--- src/rtl/inst_loader.sv ---
// Program loader: takes a length byte, big-endian 16-bit words and an XOR
// checksum byte from a valid/ready stream and writes the words into instruction memory.
module inst_loader #(
  parameter int ADDR_W = 8,
  parameter int DATA_W = 16
) (
  input  logic              clk,
  input  logic              rst,
  input  logic              start,
  input  logic [7:0]        in_data,
  input  logic              in_valid,
  output logic              in_ready,
  output logic              mem_we,
  output logic [ADDR_W-1:0] mem_addr,
  output logic [DATA_W-1:0] mem_wdata,
  output logic              cpu_hold,
  output logic              done,
  output logic              err
);

  typedef enum logic [2:0] {
    S_IDLE, S_LEN, S_HI, S_LO, S_WRITE, S_CSUM, S_DONE, S_ERR
  } state_t;

  state_t     state;
  logic [8:0] word_num;
  logic [8:0] word_cnt;
  logic [7:0] csum;
  logic       xfer;

  // in_ready is a registered output, so a transfer never depends combinationally on itself
  assign xfer = in_valid && in_ready;

  always_ff @(posedge clk or posedge rst) begin
    if (rst) begin
      state     <= S_IDLE;
      in_ready  <= 1'b0;
      mem_we    <= 1'b0;
      mem_addr  <= '0;
      mem_wdata <= '0;
      cpu_hold  <= 1'b0;
      done      <= 1'b0;
      err       <= 1'b0;
      word_num  <= '0;
      word_cnt  <= '0;
      csum      <= '0;
    end else begin
      mem_we <= 1'b0;
      case (state)
        S_IDLE, S_DONE, S_ERR: begin
          if (start) begin
            state    <= S_LEN;
            in_ready <= 1'b1;
            cpu_hold <= 1'b1;
            done     <= 1'b0;
            err      <= 1'b0;
            word_cnt <= '0;
            mem_addr <= '0;
            csum     <= '0;
          end
        end
        S_LEN: begin
          if (xfer) begin
            // A length byte of zero encodes a full 256-word image
            word_num <= (in_data == 8'd0) ? 9'd256 : {1'b0, in_data};
            state    <= S_HI;
          end
        end
        S_HI: begin
          if (xfer) begin
            mem_wdata[DATA_W-1:8] <= in_data;
            csum                  <= csum ^ in_data;
            state                 <= S_LO;
          end
        end
        S_LO: begin
          if (xfer) begin
            mem_wdata[7:0] <= in_data;
            csum           <= csum ^ in_data;
            mem_we         <= 1'b1;
            in_ready       <= 1'b0;
            word_cnt       <= word_cnt + 9'd1;
            state          <= S_WRITE;
          end
        end
        S_WRITE: begin
          in_ready <= 1'b1;
          // The address only advances when another word follows, so it never wraps
          if (word_cnt == word_num) begin
            state <= S_CSUM;
          end else begin
            mem_addr <= mem_addr + 1'b1;
            state    <= S_HI;
          end
        end
        S_CSUM: begin
          if (xfer) begin
            in_ready <= 1'b0;
            if (in_data == csum) begin
              state    <= S_DONE;
              done     <= 1'b1;
              cpu_hold <= 1'b0;
            end else begin
              state <= S_ERR;
              err   <= 1'b1;
            end
          end
        end
        default: begin
          state    <= S_IDLE;
          in_ready <= 1'b0;
          cpu_hold <= 1'b0;
        end
      endcase
    end
  end

endmodule

--- config.mk ---
export PLATFORM = sky130hd
export DESIGN_NAME = inst_loader
export DESIGN_NICKNAME = d
export VERILOG_FILES = /design/src/rtl/inst_loader.sv
export SDC_FILE = /design/constraint.sdc
export NUM_CORES = 1
export LEC_CHECK = 0
export ABC_AREA = 1
export BUFFER_PORTS_ARGS = -buffer_cell sky130_fd_sc_hd__buf_2
export CORE_MARGIN = 2
export CORE_UTILIZATION = 30
export CTS_CLUSTER_SIZE = 24
export DETAILED_ROUTE_END_ITERATION = 12
export SYNTH_ARGS = -nofsm -noshare
export SYNTH_HDL_FRONTEND = slang
export SYNTH_SLANG_ARGS = --single-unit
--- constraint.sdc ---
create_clock -name clk -period 2.7 [get_ports clk]
set_clock_uncertainty 0.15 [all_clocks]
set_input_delay 0.54 -clock clk [delete_from_list [all_inputs] [get_ports clk]]
set_output_delay 0.54 -clock clk [all_outputs]
set_load 0.05 [all_outputs]
# After elaboration in Yosys (flattened, before gate mapping)
# Index checks and enable logic that the tools add are counted.
# op_classes
n_addsub,2
n_eq_ne,19
muxes,32
bitwise_logic,1
reduce_logical,21
# ops
cell,count
$pmux 8 s2,2
$mux 9,3
$mux 8,3
$mux 3,6
$pmux 3 s6,1
$pmux 9 s2,1
$ne 2x2->1 const B,8
$eq 3x3->1 const B,4
$mux 1,12
$reduce_and 3->1,4
$add 9x1->9 const B,1
$eq 9x9->1,1
$add 8x1->8 const B,1
$eq 8x8->1,1
$logic_not 8->1,1
$reduce_and 4->1,2
$reduce_bool 2->1,4
$xor 8x8->8,1
$eq 3x2->1 const B,2
$pmux 1 s2,3
$reduce_and 2->1,3
$reduce_and 5->1,1
$ne 2x1->1 const B,2
$reduce_or 2->1,2
other kinds (6),6
# totals
register_bits,58
wordCells,87

# Depth between registers and ports, before layout
# depth
ltp_word,4
mapped_depth,11

# Worst setup path before layout
# Ideal clock, no wire load.
# synth_timing
path_kind,register -> register
startpoint,reg in_ready
endpoint,reg word_num[0]
setup_ns,0.131
t_arrival_ns,1.593
required_time_ns,2.419
slack_ns,0.827
path_stages_with_launch,7
n_path_buf,1
synth_period_minus_slack_ns,1.873
cell_sequence,dfrtp_1 nand2_1 inv_1 nand4_1 clkbuf_1 nand2_1 o21ai_0
# synth_via
elab_chain_cells,2
# synth_lines
element,line_no,source
from (decl),12,"output logic in_ready,"
from (signal assigned),37,in_ready <= 1'b0;
from (signal assigned),53,in_ready <= 1'b1;
from (signal assigned),81,in_ready <= 1'b0;
$logic_and 1x1->1,32,assign xfer = in_valid && in_ready;
$reduce_and 2->1 (no line),-,
to (signal assigned),65,"word_num <= (in_data == 8'd0) ? 9'd256 : {1'b0, in_data};"
to (decl),26,logic [8:0] word_num;
# Every way passes these cells.
# A chain may end at the register's enable or synchronous reset.

# Worst setup path in the final report
# layout_timing
startpoint,reg in_ready
endpoint,reg word_num[8]
# Same word-level chain as after synthesis.

==> results.yml <==
status:
  outcome: "complete, no violations"
sta:
  worst_pin_slew_ns: 0.746
  drv_slew: 0
  relSlewSlack: 0.503
  fin_setup_tns_ns: 0
  rsz0062_at_grt: "no"
  setup_viol: 0
  post-route-period-util: 0.706
  final_hold_viol_count: 0
  fmax_mhz: 525
  layout_min_cycle_time_ns: 1.91
drt:
  drt_wl_total_mm: 6.53
  drc_errors: 0
  avgViaCountPerCell: 4.46
  drt_iter0_markers: 167
  ant_nets: 0
  vias: 2521
  drtPass1Iterations: 4
  wl_per_cell_um: 11.6
place:
  hpwl_mm: 4.69
  port_buffers: 40
  gp_congestion: 0.770
synthesis:
  synth.distinct_cells: 32
  ys_ff_latch: 58
  netlist.area_leader.share: 0.479
  syn_nets: 398
  syn_area_um2: 3030
  yosys-top-cells-area: "dfrtp_1, nand2_1, o21ai_0"
  syn_inst: 384
  synth-warning-count: 0
  ys_seq_area_frac: 0.479
  postSynthAreaPerCell_um2: 7.89
  yosys.area.top_type: "dfrtp_1"
die:
  start_util: 0.310
  dieWidth_um: 105
  coreArea_um2: 9770
  fp.dieArea_um2: 10900
  ios: 41
  die_height_um: 105
  rows: 36
power:
  power.leakage_nw: 1.82
  p_comb_frac: 0.460
  p_int_mw: 2.16
  switching_power_mw: 2.02
  total_power_mw: 4.17
  p_seq_frac: 0.321
  peakVddDrop_mv: 0.424
  p_clk_frac: 0.219
  p_sw_frac: 0.483
  pwr_density_cell_nw_per_um2: 1170
layout:
  diodes: 0
  syn_to_final_growth_pct: 17.5
  final_nets: 441
  drive_gt1_frac: 0.194
  fill_cells: 1021
clock_tree:
  cts_buffer_depth: 2
  htreeDepth: 3
  numCtsBuffers: 9
  clkSlewWorstSetupHoldPaths_ns: 0.08
  cts_resized: 0
  clockRootBuffer: "clkbuf_8"
  cts_num_sinks: 58
  tritoncts: "built"
  clock_latency_ns: 0.33
  post-cts-setup-buffers: 0
  ctsHoldBuffers: 0
critical_path:
  max_stage_delay_ns: 0.47
  slowest_stage: "nand4_1"
  endpoint_kind: "flip-flop"
  worstSetupPathType: "reg -> reg"
  required_ns: 2.76
  path_cells: "nand2_1 > inv_1 > nand4_1 > o41ai_1"
  critPathLaunchType: "flip-flop"
  worstPathArrival_ns: 1.97
  critPathBufInv: 1
  crit_family: "simple AND/OR/NAND/NOR gates"
  crit_fanout: 18
global_route:
  grt_pass1_wl_mm: 11.2
  grtUsageMet1: 0.170
  use_met3: 0.0294
  grtUsageTotal: 0.128
  grt_max_degree: 59
  grt-ovfl-total: 0
  antenna_found_initial: 0
  grt_pass1_vias: 2324
  met2_usage: 0.201
  grt_most_used_layer: "met2"
flow_run:
  drv_cap: 0
hold_path:
  hold_path_class: "in -> async"
[layout make-up]
cell class / count / area [µm²] / area share
clock buffer: 9 / 124 / 0.0348
tap: 133 / 166 / 0.0467
sequential: 58 / 1450 / 0.407
clock inverter: 7 / 100 / 0.0281
multi-input combinational: 271 / 1340 / 0.376
timing repair buffer: 41 / 208 / 0.0583
inverter: 46 / 175 / 0.0492
[Yosys cell counts, drive strengths merged]
cell type    n
o2111ai      1
xnor2        7
nand2      139
xor2         8
a21oi        2
nand3       19
nor2        28
nor3         2
o41ai        1
inv         46
dfrtp       58
nand4        6
or2          3
nand3b       4
ha           2
o21ai       46
buf          5
o31ai        3
clkbuf       4
[routing by layer]
metal | share of wire | up-vias
met5 | 0 | -
met4 | 0.011 | 0
met3 | 0.035 | 4
met2 | 0.48 | 35
met1 | 0.48 | 1176
li1 | - | 1306
[state kept, by name (all words and copies together), names as in the netlist]
signal / flops
word_num: 9
mem_we: 1
csum: 8
word_cnt: 9
cpu_hold: 1
mem_wdata: 16
in_ready: 1
done: 1
err: 1
mem_addr: 8
state: 3
[worst reg2reg max path: stages, from the launching register on]
cell	delay, ns
dfrtp_1	0.40
nand2_1	0.16
inv_1	0.15
nand4_1	0.47
o41ai_1	0.45
[worst paths after layout]
path / start / slack [ns] / endpoint / cells after the start
max in group asynchronous: rst / 1.64 / word_cnt[2] / 3
setup reg to reg: in_ready / 0.79 / word_num[8] / 4
min in group clk: in_data[2] / 0.29 / word_num[8] / 2
hold reg to reg: err / 0.33 / err / 2
hold / removal: rst / 0.25 / mem_addr[3] / 3
setup / recovery: in_ready / 0.79 / word_num[8] / 4
[power by group through the flow]
stage          sequential (mW)  combinational [mW]  clock (mW)
2_1_floorplan             1.82                1.14           0
3_3_place_gp              1.35                1.92           0
3_5_place_dp              1.36                1.94           0
4_1_cts                   1.34                1.95       0.931
5_1_grt                   1.38                2.16       0.973
6_report                  1.34                1.92       0.914
[cells in the final DEF (no fill, tap or decap), drive strengths merged]
master     n
nor3       2
nand3b     4
nand2    139
o2111ai    1
dfrtp     58
bufinv     2
or2        3
o31ai      3
o41ai      1
a21oi      2
nand4      6
clkinv     3
xnor2      7
xor2       8
nor2      28
buf       41
o21ai     46
clkbuf     9
inv       48
nand3     19
ha         2
[through the flow]
stage           util  setup WS (ns)  hold slack (ns)  std cells  cell area (µm²)
4_1_cts        0.365          0.762            0.285        565             3560
3_5_place_dp   0.342          0.552            0.308        549             3340
3_3_place_gp   0.342          0.680            0.304        549             3340
5_1_grt        0.365          0.560            0.302        565             3560
6_report       0.365          0.794            0.254        565             3560
2_1_floorplan      -          0.582            0.317        384             3030
[logic make-up after synthesis]
group                    count (synthesis)  synth area share
AO/OA/AOI/OAI                           53            0.0970
XOR/XNOR                                15            0.0433
adder cells (fa/ha/maj)                  2           0.00825
buffers and inverters                   55            0.0796
flip-flops                              58             0.479
AND/OR/NAND/NOR                        201             0.293
(Power assumes the default switching activity.)
